## src/rtl/masked_mem_pkg.sv

```systemverilog
// Shared types for the masked memory request arbiter.
// Holds FSM encodings and message-length geometry.
`ifndef NOC_DATA_WIDTH
`define NOC_DATA_WIDTH 64
`endif
`ifndef MSG_LENGTH_HI
`define MSG_LENGTH_HI 29
`endif
`ifndef MSG_LENGTH_LO
`define MSG_LENGTH_LO 22
`endif

package masked_mem_pkg;

  localparam int MSG_LEN_W = `MSG_LENGTH_HI - `MSG_LENGTH_LO + 1;

  typedef enum logic {
    REQ_IDLE,
    REQ_BODY
  } req_state_e;

  typedef enum logic {
    RESP_IDLE,
    RESP_BODY
  } resp_state_e;

endpackage

```

## src/rtl/masked_mem_order_fifo.sv

```systemverilog
// Order FIFO: remembers which source owns each outstanding request.
// Simultaneous push and pop are allowed, including while full.
module masked_mem_order_fifo
  import masked_mem_pkg::*;
#(
  parameter int WIDTH = 2,
  parameter int DEPTH = 8
) (
  input  logic                     clk,
  input  logic                     rst_n,
  input  logic                     push_i,
  input  logic [WIDTH-1:0]         data_i,
  input  logic                     pop_i,
  output logic [WIDTH-1:0]         data_o,
  output logic                     full_o,
  output logic                     empty_o,
  output logic [$clog2(DEPTH):0]   num_els_o
);

  localparam int AW = $clog2(DEPTH);

  logic [WIDTH-1:0] mem_q [DEPTH];
  logic [AW-1:0]    wr_q;
  logic [AW-1:0]    rd_q;
  logic [AW:0]      cnt_q;
  logic             push_ok;
  logic             pop_ok;

  assign empty_o   = (cnt_q == '0);
  assign full_o    = (cnt_q == (AW+1)'(DEPTH));
  assign num_els_o = cnt_q;
  assign data_o    = mem_q[rd_q];
  assign pop_ok    = pop_i && !empty_o;
  assign push_ok   = push_i && (!full_o || pop_ok);

  always_ff @(posedge clk or negedge rst_n) begin
    if (!rst_n) begin
      wr_q  <= '0;
      rd_q  <= '0;
      cnt_q <= '0;
    end else begin
      if (push_ok) wr_q <= wr_q + 1'b1;
      if (pop_ok)  rd_q <= rd_q + 1'b1;
      if (push_ok && !pop_ok) cnt_q <= cnt_q + 1'b1;
      if (!push_ok && pop_ok) cnt_q <= cnt_q - 1'b1;
    end
  end

  always_ff @(posedge clk) begin
    if (push_ok) mem_q[wr_q] <= data_i;
  end

endmodule

```

## src/rtl/masked_mem_req_arbiter.sv

```systemverilog
// Round-robin merge of per-source message streams to one controller,
// with in-order routing of responses back to their source.
`ifndef NOC_DATA_WIDTH
`define NOC_DATA_WIDTH 64
`endif
`ifndef MSG_LENGTH_HI
`define MSG_LENGTH_HI 29
`endif
`ifndef MSG_LENGTH_LO
`define MSG_LENGTH_LO 22
`endif

module masked_mem_req_arbiter
  import masked_mem_pkg::*;
#(
  parameter int NUM_SRC     = 4,
  parameter int NOC_DATA_W  = `NOC_DATA_WIDTH,
  parameter int MSG_LEN_HI  = `MSG_LENGTH_HI,
  parameter int MSG_LEN_LO  = `MSG_LENGTH_LO,
  parameter int ORDER_DEPTH = 8
) (
  input  logic                          clk,
  input  logic                          rst_n,
  input  logic [NUM_SRC-1:0]            src_arb_val,
  input  logic [NUM_SRC*NOC_DATA_W-1:0] src_arb_data,
  output logic [NUM_SRC-1:0]            arb_src_rdy,
  output logic                          arb_ctrl_val,
  output logic [NOC_DATA_W-1:0]         arb_ctrl_data,
  input  logic                          ctrl_arb_rdy,
  input  logic                          ctrl_arb_resp_val,
  input  logic [NOC_DATA_W-1:0]         ctrl_arb_resp_data,
  output logic                          arb_ctrl_resp_rdy,
  output logic [NUM_SRC-1:0]            arb_dst_resp_val,
  output logic [NOC_DATA_W-1:0]         arb_dst_resp_data,
  input  logic [NUM_SRC-1:0]            dst_arb_resp_rdy,
  output logic [$clog2(ORDER_DEPTH):0]  arb_outstanding
);

  localparam int SW = $clog2(NUM_SRC);
  localparam int LW = MSG_LEN_HI - MSG_LEN_LO + 1;

  req_state_e  req_q, req_d;
  resp_state_e resp_q, resp_d;

  logic [SW-1:0] gnt_q, gnt_d;
  logic [SW-1:0] rr_q, rr_d;
  logic [LW-1:0] cnt_q, cnt_d;
  logic [LW-1:0] rcnt_q, rcnt_d;

  logic [SW-1:0] pick;
  logic [SW-1:0] idx;
  logic [SW-1:0] g;
  logic          found;
  logic          active;
  logic          xfer;
  logic [LW-1:0] hlen;

  logic [SW-1:0] head;
  logic          head_ok;
  logic          rxfer;
  logic [LW-1:0] rlen;

  logic          push;
  logic          pop;
  logic          full;
  logic          empty;

  masked_mem_order_fifo #(
    .WIDTH (SW),
    .DEPTH (ORDER_DEPTH)
  ) u_order_fifo (
    .clk       (clk),
    .rst_n     (rst_n),
    .push_i    (push),
    .data_i    (g),
    .pop_i     (pop),
    .data_o    (head),
    .full_o    (full),
    .empty_o   (empty),
    .num_els_o (arb_outstanding)
  );

  always_comb begin
    pick  = rr_q;
    idx   = rr_q;
    found = 1'b0;
    for (int i = 1; i <= NUM_SRC; i++) begin
      idx = SW'((int'(rr_q) + i) % NUM_SRC);
      if (!found && src_arb_val[idx]) begin
        found = 1'b1;
        pick  = idx;
      end
    end
  end

  assign arb_dst_resp_data = ctrl_arb_resp_data;
  assign rlen = ctrl_arb_resp_data[MSG_LEN_HI:MSG_LEN_LO];

  always_comb begin
    resp_d            = resp_q;
    rcnt_d            = rcnt_q;
    pop               = 1'b0;
    arb_dst_resp_val  = '0;
    arb_ctrl_resp_rdy = 1'b0;
    head_ok           = rst_n && !empty;
    if (head_ok) begin
      arb_dst_resp_val[head] = ctrl_arb_resp_val;
      arb_ctrl_resp_rdy      = dst_arb_resp_rdy[head];
    end
    rxfer = head_ok && ctrl_arb_resp_val
         && dst_arb_resp_rdy[head];
    if (rxfer) begin
      unique case (resp_q)
        RESP_IDLE: begin
          rcnt_d = rlen;
          if (rlen == '0) pop = 1'b1;
          else            resp_d = RESP_BODY;
        end
        RESP_BODY: begin
          rcnt_d = rcnt_q - 1'b1;
          if (rcnt_q == LW'(1)) begin
            pop    = 1'b1;
            resp_d = RESP_IDLE;
          end
        end
      endcase
    end
  end

  // A pop that frees a full FIFO lets a new header in the same cycle.
  always_comb begin
    req_d        = req_q;
    gnt_d        = gnt_q;
    rr_d         = rr_q;
    cnt_d        = cnt_q;
    push         = 1'b0;
    g            = gnt_q;
    active       = 1'b0;
    arb_ctrl_val = 1'b0;
    arb_src_rdy  = '0;
    unique case (req_q)
      REQ_IDLE: begin
        g      = pick;
        active = found && (!full || pop);
      end
      REQ_BODY: begin
        g      = gnt_q;
        active = 1'b1;
      end
    endcase
    if (!rst_n) active = 1'b0;
    arb_ctrl_data = src_arb_data[g*NOC_DATA_W +: NOC_DATA_W];
    hlen = arb_ctrl_data[MSG_LEN_HI:MSG_LEN_LO];
    if (active) begin
      arb_ctrl_val   = src_arb_val[g];
      arb_src_rdy[g] = ctrl_arb_rdy;
    end
    xfer = active && src_arb_val[g] && ctrl_arb_rdy;
    if (xfer) begin
      unique case (req_q)
        REQ_IDLE: begin
          push  = 1'b1;
          gnt_d = g;
          cnt_d = hlen;
          if (hlen == '0) rr_d  = g;
          else            req_d = REQ_BODY;
        end
        REQ_BODY: begin
          cnt_d = cnt_q - 1'b1;
          if (cnt_q == LW'(1)) begin
            req_d = REQ_IDLE;
            rr_d  = g;
          end
        end
      endcase
    end
  end

  always_ff @(posedge clk or negedge rst_n) begin
    if (!rst_n) begin
      req_q  <= REQ_IDLE;
      resp_q <= RESP_IDLE;
      gnt_q  <= '0;
      rr_q   <= SW'(NUM_SRC - 1);
      cnt_q  <= '0;
      rcnt_q <= '0;
    end else begin
      req_q  <= req_d;
      resp_q <= resp_d;
      gnt_q  <= gnt_d;
      rr_q   <= rr_d;
      cnt_q  <= cnt_d;
      rcnt_q <= rcnt_d;
    end
  end

endmodule

```

## config.mk

```make
export PLATFORM = sky130hd
export DESIGN_NAME = masked_mem_req_arbiter
export DESIGN_NICKNAME = d
export VERILOG_FILES = /design/src/rtl/masked_mem_pkg.sv /design/src/rtl/masked_mem_order_fifo.sv /design/src/rtl/masked_mem_req_arbiter.sv
export SDC_FILE = /design/constraint.sdc
export NUM_CORES = 1
export LEC_CHECK = 0
export CORE_AREA = 2 2 186 188
export DETAILED_ROUTE_END_ITERATION = 10
export DIE_AREA = 0 0 188 190
export GPL_ROUTABILITY_DRIVEN = 1
export PLACE_DENSITY = 0.47
export SLEW_MARGIN = 10
export SYNTH_ARGS = -nofsm -noshare
export SYNTH_HDL_FRONTEND = slang
export SYNTH_SLANG_ARGS = --single-unit
export TNS_END_PERCENT = 50
```

## constraint.sdc

```tcl
create_clock -name clk -period 4.43 [get_ports clk]
set_input_delay 0.6645 -clock clk [delete_from_list [all_inputs] [get_ports clk]]
set_output_delay 0.6645 -clock clk [all_outputs]
set_load 0.005 [all_outputs]
```

* Word level (Yosys, flattened, before mapping)
Memories as Yosys holds them, arrays and structs flattened. Index checks and enable logic that the tools add are counted.
Storage, ports and cells: register bits after elaboration 32, RAM bits 16, input bits 332, output and inout port bits 142, word-level logic and storage cells 120, memories 1
Cells by class: add/subtract/negate cells 10, magnitude comparators 8, equal/unequal tests 5, shift-type cells 1, mux-type cells 52, bitwise operators 4, reductions and logical operators 30
Memory list:
- u_order_fifo.mem_q | words 8, width 2, rd ports 1, clocked after Yosys merged registers in 0, write ports 1, RTL line masked_mem_order_fifo.sv:22 | logic [WIDTH-1:0] mem_q [DEPTH];
Operators by type and width (number):
- 256-bit by 9-bit variable part select with 64-bit output | 1
- 8-bit one-hot mux with 2 select lines | 2
- 1-bit 2-to-1 mux | 26
- 2-bit by 3-bit less-than comparator with 1-bit output, second input constant | 6
- 8-bit by 1-bit equality test with 1-bit output, second input constant | 2
- 8-bit zero test | 2
- 4-bit 2-to-1 mux | 4
- 8-bit by 1-bit subtractor with 8-bit output, second input constant | 2
- 1-bit logical AND | 15
- 1-bit binary-select mux with 2-bit select | 6
- 2-bit 2-to-1 mux | 6
- 4-bit bitwise AND | 2
- 1-bit one-hot mux with 2 select lines | 4
- 2-bit one-hot mux with 2 select lines | 2
- 1-bit zero test | 7
- 3-bit by 1-bit adder with 3-bit output, second input constant | 2
- 2-bit by 1-bit adder with 2-bit output, second input constant | 2
- 2-bit adder, second input constant | 2
- 4-bit by 1-bit adder with 4-bit output, second input constant | 1
- 1-bit demux with 2-bit select | 2
- 4-bit equality test, second input constant | 1
- 2-bit by 1-bit greater-or-equal comparator with 1-bit output, second input constant | 2
- 4-bit zero test | 1
- 4-bit by 1-bit subtractor with 4-bit output, second input constant | 1
- other kinds (7) | 9

* Depth between registers and ports, before layout
Gate-level depths: netlist (run 1).
depth after elaboration 23, gate-level depth with buffers 18

* By module
A second synthesis (run 1) with hierarchy kept.
Second synthesis, totals: cell total of the unflattened synthesis 817, area, all modules 5612.9 um^2
Modules (own cells, without submodules):
- masked_mem_req_arbiter | instances 1, cells each 709, area each 4281.6 um^2, sequential area each 553.0 um^2
- masked_mem_order_fifo | instances 1, cells each 108, area each 1331.3 um^2, sequential area each 730.7 um^2

* Worst setup path after synthesis (run 1)
Ideal clock, no wire load.
path type register to register, start point register u_order_fifo.rd_q[0], end point register u_order_fifo.cnt_q[2], in the netlist u_order_fifo.num_els_o[2], library setup time 0.128 ns, arrival 3.792 ns, setup slack 0.510 ns, cell stages (with the launch flop) 19, path buffers 3, clock period less this slack 3.920 ns, cell sequence dfrtp_1 > buf_2 > mux4_2 > mux2_2 > mux4_2 > nand3b_2 > a211o_4 > nand2b_1 > buf_6 > nor2_8 > inv_4 > buf_6 > ha_1 > xor2_1 > ha_1 > a21oi_1 > xor2_1 > nor2_1 > xor2_1
On the way: word-level cells in the longest chain between the ends 16, elaborated cells between the ends (all ways) 21, classes of those cells mux (7); reduce/logical (13); memory (1)
Ends and longest elaborated chain:
- from (decl) | RTL line masked_mem_order_fifo.sv:24 | logic [AW-1:0] rd_q;
- from (signal assigned) | RTL line masked_mem_order_fifo.sv:43 | if (pop_ok) rd_q <= rd_q + 1'b1;
- memory read 8 x 2 bit *
- 1-bit binary-select mux with 2-bit select * | RTL line masked_mem_req_arbiter.sv:111 | && dst_arb_resp_rdy[head];
- 1-bit 2-to-1 mux (implied by the code) * | RTL line masked_mem_req_arbiter.sv:111
- 1-bit logical AND * | RTL line masked_mem_req_arbiter.sv:111
- 1-bit 2-to-1 mux * | RTL line masked_mem_req_arbiter.sv:112 | if (rxfer) begin
- 1-bit logical OR | RTL line masked_mem_req_arbiter.sv:144 | active = found && (!full || pop);
- 1-bit logical AND | RTL line masked_mem_req_arbiter.sv:144
- 1-bit one-hot mux with 2 select lines | RTL line masked_mem_req_arbiter.sv:141 | unique case (req_q)
- 1-bit 2-to-1 mux | RTL line masked_mem_req_arbiter.sv:151 | if (!rst_n) active = 1'b0;
- 1-bit logical AND (2 in a row) | RTL line masked_mem_req_arbiter.sv:158 | xfer = active && src_arb_val[g] && ctrl_arb_rdy;
- 1-bit 2-to-1 mux | RTL line masked_mem_req_arbiter.sv:159 | if (xfer) begin
- 1-bit logical AND | RTL line masked_mem_order_fifo.sv:34 | assign push_ok = push_i && (!full_o || pop_ok);
- 1-bit zero test | RTL line masked_mem_order_fifo.sv:45 | if (!push_ok && pop_ok) cnt_q <= cnt_q - 1'b1;
- 1-bit logical AND | RTL line masked_mem_order_fifo.sv:45
- 4-bit 2-to-1 mux / 2-bit nonzero test (equally long branches)
- to (signal assigned) | RTL line masked_mem_order_fifo.sv:44 | if (push_ok && !pop_ok) cnt_q <= cnt_q + 1'b1;
- to (signal assigned) | RTL line masked_mem_order_fifo.sv:45
- to (decl) | RTL line masked_mem_order_fifo.sv:25 | logic [AW:0] cnt_q;
Mark *: on every way between the ends. The rest lies on a longest branch, timed or not. The select of a mux whose other input is x is not followed. A chain may end at the register's enable or synchronous reset.

* Final worst setup path (run 1)
start point input src_arb_val[3], end point output arb_ctrl_data[60]
On the way: word-level cells in the longest chain between the ends 14, elaborated cells between the ends (all ways) 23, classes of those cells shift (1); mux (16); reduce/logical (6)
Ends and longest elaborated chain:
- from (decl) | RTL line masked_mem_req_arbiter.sv:24 | input logic [NUM_SRC-1:0] src_arb_val,
- 1-bit binary-select mux with 2-bit select | RTL line masked_mem_req_arbiter.sv:89 | if (!found && src_arb_val[idx]) begin
- 1-bit 2-to-1 mux (implied by the code) | RTL line masked_mem_req_arbiter.sv:89
- 1-bit 2-to-1 mux | RTL line masked_mem_req_arbiter.sv:89
- 1-bit zero test | RTL line masked_mem_req_arbiter.sv:89
- 1-bit logical AND | RTL line masked_mem_req_arbiter.sv:89
- 1-bit 2-to-1 mux | RTL line masked_mem_req_arbiter.sv:89
- 1-bit zero test | RTL line masked_mem_req_arbiter.sv:89
- 1-bit logical AND | RTL line masked_mem_req_arbiter.sv:89
- 1-bit 2-to-1 mux | RTL line masked_mem_req_arbiter.sv:89
- 1-bit zero test | RTL line masked_mem_req_arbiter.sv:89
- 1-bit logical AND | RTL line masked_mem_req_arbiter.sv:89
- 2-bit 2-to-1 mux * | RTL line masked_mem_req_arbiter.sv:89
- 2-bit one-hot mux with 2 select lines * | RTL line masked_mem_req_arbiter.sv:141
- 256-bit by 9-bit variable part select with 64-bit output * | RTL line masked_mem_req_arbiter.sv:152 | arb_ctrl_data = src_arb_data[g*NOC_DATA_W +: NOC_DATA_W];
- to (decl) | RTL line masked_mem_req_arbiter.sv:28 | output logic [NOC_DATA_W-1:0] arb_ctrl_data,
Marks and branches as above.

==> metrics.csv, run 1 <==
metric,value,unit
ys async rst share,0.667,
layout cells sized above 1,0.0633,
Synth cell types,62,
Seq cells post-synth,48,
total wire length,29.6,mm
Critical Path Sink Type,output pin,
syn avg cell area,7.02,um2
DR WL/cell,19.9,um
crit path DAT,3540,ps
# rows,68,
"Top FF cell, synth",dfrtp_1,
via count,6249,
CTS tree,yes,
Setup Crit Path Kind,in2out,
Die H,190,um
first-pass GRT wire length,41.8,mm
"Hold Violations, Final",0,
PwrDens,617,nW/um2
MaxCap Viol Count,0,
status,"complete, no violations",
Slew HR,0.602,
"commonest cells after routing, fill and taps aside","clkdlybuf4s50_1, nand2_1, and3_1, a31oi_1, dfrtp_1",
WP data required,3770,ps
"commonest non-fill, non-tap cell in the layout",clkdlybuf4s50_1,
clock skew,2.58,ps
dpl cells,1474,
Post-CTS Hold Fix Bufs,0,
post-route core utilization,0.272,
setup tns final,0,ps
Nets,1367,
largest net degree at the start of global routing,57,
Post-Synth Simple-Gate Area,0.345,
Post-synth EDFFs,16,
deepest clock path buffer count,2,
# setup viols final,0,
minimum clock period,4200,ps
GRT overflow,0,
worst vdd rail ir drop,319,uV
Critical Path Fanout Max,36,
die area,35700,um2
mux contribution to synthesized area,0.0679,
Starting Density,0.154,
RSZ-0062 raised after global routing,false,
top cell type's share of synthesized area,0.186,
largest family of logic cells by synthesized area,simple AND/OR/NAND/NOR gates,
area delta synth->final,77.1,%
Buffers on Ports,361,
Worst Hold Class,reg2reg,
"top cells by area, synth","nand2_1, dfrtp_1, buf_4",
Post-Layout Cell Count,1485,
core box area,33900,um2
CTS H-tree depth,2,
vias per cell,4.21,
LEAKAGE,3.72,nW
cell taking the most area after synthesis,nand2_1,
final worst-path cycle share,0.949,
Post-DRT Antenna Nets,0,
Num CTS Buffers,5,
DRC errors left,0,
Synth Area in Compound Gates,0.160,
CTS clock-pin slew for the worst setup and hold paths,70,ps
die width,188,um
Final HPWL DP,24.4,mm
adder-cell area share of the yosys netlist,0.0216,
worst skew pair latency,290,ps
cells after synthesis,743,
DRT Pass-1 Iters,4,
Clock Sinks,48,
DRT iter0 DRCs,326,
"Seq/Total Area, Yosys",0.246,
CTS Root Cell,clkbuf_16,
gr usage total,0.158,
vias in the first global route,6208,
post-synthesis xor/xnor area fraction,0.0151,
f_max,238,MHz
synthesis warning total,0,
post-CTS setup buffer count,0,
Mapped Area,5220,um2
Worst setup SP type,primary input,
Ports,474,
Mapped Nets,1084,
Worst Max-Slew Pin Slew,592,ps
Tot Pwr,5.70,mW
initial antenna violation count,4,
Pins Over Slew Limit,0,
hold_ws,496,ps
gpl congestion,0.816,
[cell usage after synthesis (all sizes together) (2+ instances only)]
cell / n
nand3b: 3
o22a: 5
or3: 3
a21oi: 19
nor3: 15
mux2: 6
clkbuf: 39
dfstp: 2
and3: 59
nand3: 10
a31oi: 58
o41ai: 3
buf: 75
or2: 2
o22ai: 6
nor2b: 5
xor2: 4
ha: 9
a32oi: 3
o21ai: 20
nand2b: 6
mux4: 5
nor3b: 4
inv: 16
nor2: 18
edfxtp: 16
mux2i: 17
xnor2: 5
nand2: 258
nor4: 5
a22oi: 2
dfrtp: 30
[cells by family after synthesis]
group                      after synthesis
buffers and inverters                  131
xor gates and xnor gates                 9
and+or+nand+nor                        392
DFF                                     48
adders and majority gates                9
AOI/OAI and AO/OA                      126
muxes                                   28
[path summary, 6_finish.rpt]
kind                            slack [ps]  cells after the start                 start                        end
min in group asynchronous              830                      2                 rst_n  u_order_fifo.num_els_o[3]
worst max register to register         320                     15  u_order_fifo.rd_q[0]  u_order_fifo.num_els_o[2]
worst min register to register         500                      2              gnt_q[0]                   gnt_q[0]
worst min-delay path                   500                      2              gnt_q[0]                   gnt_q[0]
worst max-delay path                   230                     10        src_arb_val[3]          arb_ctrl_data[60]
max in group asynchronous             3250                      2                 rst_n                    rr_q[0]
[routing by layer]
| metal | wire length [um] | track usage | part of all wire | up-vias |
|---|---|---|---|---|
| met5 | 11 | 0 | 0.00037 | - |
| met4 | 656 | 0.0388 | 0.022 | 2 |
| met3 | 2350 | 0.0410 | 0.080 | 51 |
| met2 | 13800 | 0.259 | 0.47 | 209 |
| met1 | 12700 | 0.206 | 0.43 | 2910 |
| li1 | - | - | - | 3077 |
[through the flow]
stage | cell area (um2) | setup WS [ps]
5_1_grt | 9230 | 37.3
4_1_cts | 9220 | 103
3_5_place_dp | 9050 | 151
2_1_floorplan | 5220 | 510
6_report | 9240 | 226
3_3_place_gp | 9050 | 127
[area by class of cell]
cell class              instances  area [um2]
diodes                          3        7.51
clock buffers                   5         125
clock inverters                 3        46.3
fillers                      3724       24700
inverters                      17        68.8
multi-input cells             564        3190
flip-flops and latches         48        1280
well taps                     455         569
repair buffers                390        3940
[report_power, final]
part | internal, mW | leakage (nW) | switching [mW]
Combinational | 2.26 | 3.10 | 2.19
Clock | 0.269 | 0.0804 | 0.180
Sequential | 0.613 | 0.536 | 0.183
Total | 3.14 | 3.72 | 2.55
[sequential cells by signal (all words and copies together) (netlist names)]
| register | cells |
|---|---|
| gnt_q | 2 |
| rr_q | 2 |
| cnt_q | 8 |
| u_order_fifo.mem_q | 16 |
| rcnt_q | 8 |
| u_order_fifo.wr_q | 3 |
| u_order_fifo.rd_q | 3 |
| req_q | 1 |
| resp_q | 1 |
| u_order_fifo.num_els_o | 4 |
[what timing repair did]
action,in CTS,in global routing
endpoints found under the setup margin,0,2
gates resized for setup,0,1
endpoints found under the hold margin,0,0
[critical path, cell delays in order]
cell and delay [ps]:
clkdlybuf4s50_1 490, nor2b_1 170, o21ba_1 210, o41ai_4 470, buf_12 270, buf_12 160
nand2_1 50, and3_1 170, a31oi_1 260, clkdlybuf4s50_1 570
(Power assumes the default switching activity.)
==> run 2: changes to the inputs <==
- MAX_ROUTING_LAYER: unset -> met4
==> metrics.csv, run 2 (synthesized netlist as in run 1, its figures left out) <==
metric,value,unit,change
Final HPWL DP,24.4,mm,unchanged
Tot Pwr,5.71,mW,was 5.70 mW
CTS H-tree depth,2,,unchanged
RSZ-0062 raised after global routing,false,,unchanged
# rows,68,,unchanged
Ports,474,,unchanged
worst path cell trace,"clkdlybuf4s50_1, nor2b_1, o21ba_1, o41ai_4, buf_12, buf_12, nand2_1, and3_1, a31oi_1, clkdlybuf4s50_1",,unchanged
f_max,238,MHz,about the same
"Largest delay share family, worst path",buffers and inverters,,unchanged
GRT overflow,0,,unchanged
DRT Pass-1 Iters,4,,unchanged
biggest regs,"u_order_fifo.mem_q: 16 flops, cnt_q: 8 flops, rcnt_q: 8 flops",,unchanged
die width,188,um,unchanged
largest net degree at the start of global routing,57,,unchanged
worst vdd rail ir drop,319,uV,about the same
minimum clock period,4200,ps,about the same
CTS tree,yes,,unchanged
DRT iter0 DRCs,328,,was 326
post-route core utilization,0.272,,about the same
reg2reg path depth,15,,unchanged
fin area,9240,um2,about the same
LEAKAGE,3.72,nW,about the same
first-pass GRT wire length,41.8,mm,about the same
Worst R2R Start,u_order_fifo.rd_q[0],,unchanged
die area,35700,um2,unchanged
Post-CTS Hold Fix Bufs,0,,unchanged
setup tns final,0,ps,unchanged
Buffers on Ports,361,,unchanged
MaxCap Viol Count,0,,unchanged
worst r2r dst,u_order_fifo.num_els_o[2],,unchanged
via count,6247,,"was 6,249"
"commonest cells after routing, fill and taps aside","clkdlybuf4s50_1, nand2_1, and3_1, a31oi_1, dfrtp_1",,unchanged
hold depth,2,,unchanged
worst path bufs/invs,4,,unchanged
Starting Density,0.154,,unchanged
crit path DAT,3530,ps,was 3540 ps
CP max stage delay,570,ps,about the same
Placed Area,9050,um2,unchanged
layout cells sized above 1,0.0633,,unchanged
Worst Hold Launch,gnt_q[0],,unchanged
status,"complete, no violations",,unchanged
Worst setup SP type,primary input,,unchanged
flop-to-flop setup slack,320,ps,about the same
"Hold Violations, Final",0,,unchanged
CTS Root Cell,clkbuf_16,,unchanged
core box area,33900,um2,unchanged
Post-DRT Antenna Nets,0,,unchanged
Num CTS Buffers,5,,unchanged
max FFs per register,16,,unchanged
vias in the first global route,6215,,"was 6,208"
"commonest non-fill, non-tap cell in the layout",clkdlybuf4s50_1,,unchanged
gr usage total,0.162,,was 0.158
Worst Max-Slew Pin Slew,620,ps,was 592 ps
initial antenna violation count,4,,unchanged
Critical Path Sink Type,output pin,,unchanged
vias per cell,4.20,,was 4.21
DRC errors left,0,,unchanged
CP max stage cell,clkdlybuf4s50_1,,unchanged
Nets,1367,,unchanged
worst skew pair latency,300,ps,was 290 ps
Pins Over Slew Limit,0,,unchanged
deepest clock path buffer count,2,,unchanged
Clock Sinks,48,,unchanged
CTS clock-pin slew for the worst setup and hold paths,70,ps,about the same
# setup viols final,0,,unchanged
WHS Endpoint,gnt_q[0],,unchanged
Setup Crit Path Kind,in2out,,unchanged
Worst Hold Class,reg2reg,,unchanged
clock skew,6.14,ps,was 2.58 ps
Die H,190,um,unchanged
Fillers,3724,,unchanged
Biggest register,u_order_fifo.mem_q,,unchanged
gpl congestion,0.828,,was 0.816
Slew HR,0.583,,was 0.602
final worst-path cycle share,0.947,,was 0.949
Critical Path Fanout Max,36,,unchanged
PwrDens,618,nW/um2,was 617 nW/um2
DR WL/cell,19.9,um,about the same
total wire length,29.6,mm,about the same
area delta synth->final,77.2,%,was 77.1%
WP data required,3770,ps,about the same
run 2: cell count changes in the layout (fill, tap and decap cells not counted), sizes merged:
cell	delta
diode	+1
run 2: what timing repair did:
item / CTS / global route
setup endpoints to repair: 0 / 2
gates resized for setup: 0 / 1
buffers inserted: 0 / 0
run 2: area by class of cell:
| cell class | count | area, um2 | share of cell area |
|---|---|---|---|
| diodes | 4 | 10.0 | 0.00108 |
| clock buffers | 5 | 125 | 0.0135 |
| clock inverters | 3 | 46.3 | 0.00501 |
| inverters | 17 | 68.8 | 0.00745 |
| multi-input cells | 564 | 3190 | 0.345 |
| flip-flops and latches | 48 | 1280 | 0.139 |
| well taps | 455 | 569 | 0.0616 |
| repair buffers | 390 | 3940 | 0.427 |
run 2: metrics by stage:
stage / instances / setup slack [ps] / hold WS (ps)
floorplan: 743 / 510 / 369
global placement: 1474 / 127 / 464
detailed placement: 1474 / 151 / 473
CTS: 1482 / 103 / 494
global route: 1484 / 41.5 / 549
finish: 1486 / 234 / 497
run 2: per-layer routing:
metal / routed length, um / vias to the layer above / GRT usage / part of all wire
li1: - / 3079 / - / -
met1: 12900 / 2920 / 0.206 / 0.43
met2: 13900 / 199 / 0.259 / 0.47
met3: 2230 / 49 / 0.0400 / 0.075
met4: 589 / 0 / 0.0379 / 0.020
met5: 0 / - / - / 0
run 2: how the worst max path moves through the flow:
| stage | start | endpoint | slack, ps | cells past startpoint |
|---|---|---|---|---|
| 3_3_place_gp | src_arb_val[3] | arb_ctrl_data[56] | 130 | 9 |
| 6_report | src_arb_val[3] | arb_ctrl_data[60] | 230 | 10 |
| 2_1_floorplan | u_order_fifo.rd_q[0] | u_order_fifo.num_els_o[2] | 510 | 18 |
| 5_1_grt | src_arb_val[3] | arb_ctrl_data[60] | 40 | 10 |
| 3_5_place_dp | src_arb_val[3] | arb_ctrl_data[56] | 150 | 9 |
| 4_1_cts | src_arb_val[3] | arb_ctrl_data[60] | 100 | 10 |
run 2: report_power, final:
part | internal [mW] | leakage, nW | switching (mW)
Combinational | 2.26 | 3.10 | 2.20
Clock | 0.269 | 0.0805 | 0.182
Sequential | 0.613 | 0.536 | 0.182
run 2: worst reg2reg max path: stages, from the launching register on:
cell,delay (ps)
dfrtp_1,560
mux4_2,570
mux2_2,340
mux4_2,390
nand3b_2,180
a211o_4,430
nand2b_1,250
nor2_8,140
inv_4,40
ha_1,230
xor2_1,170
ha_1,180
a21oi_1,140
xor2_1,170
nor2_1,70
xor2_1,140
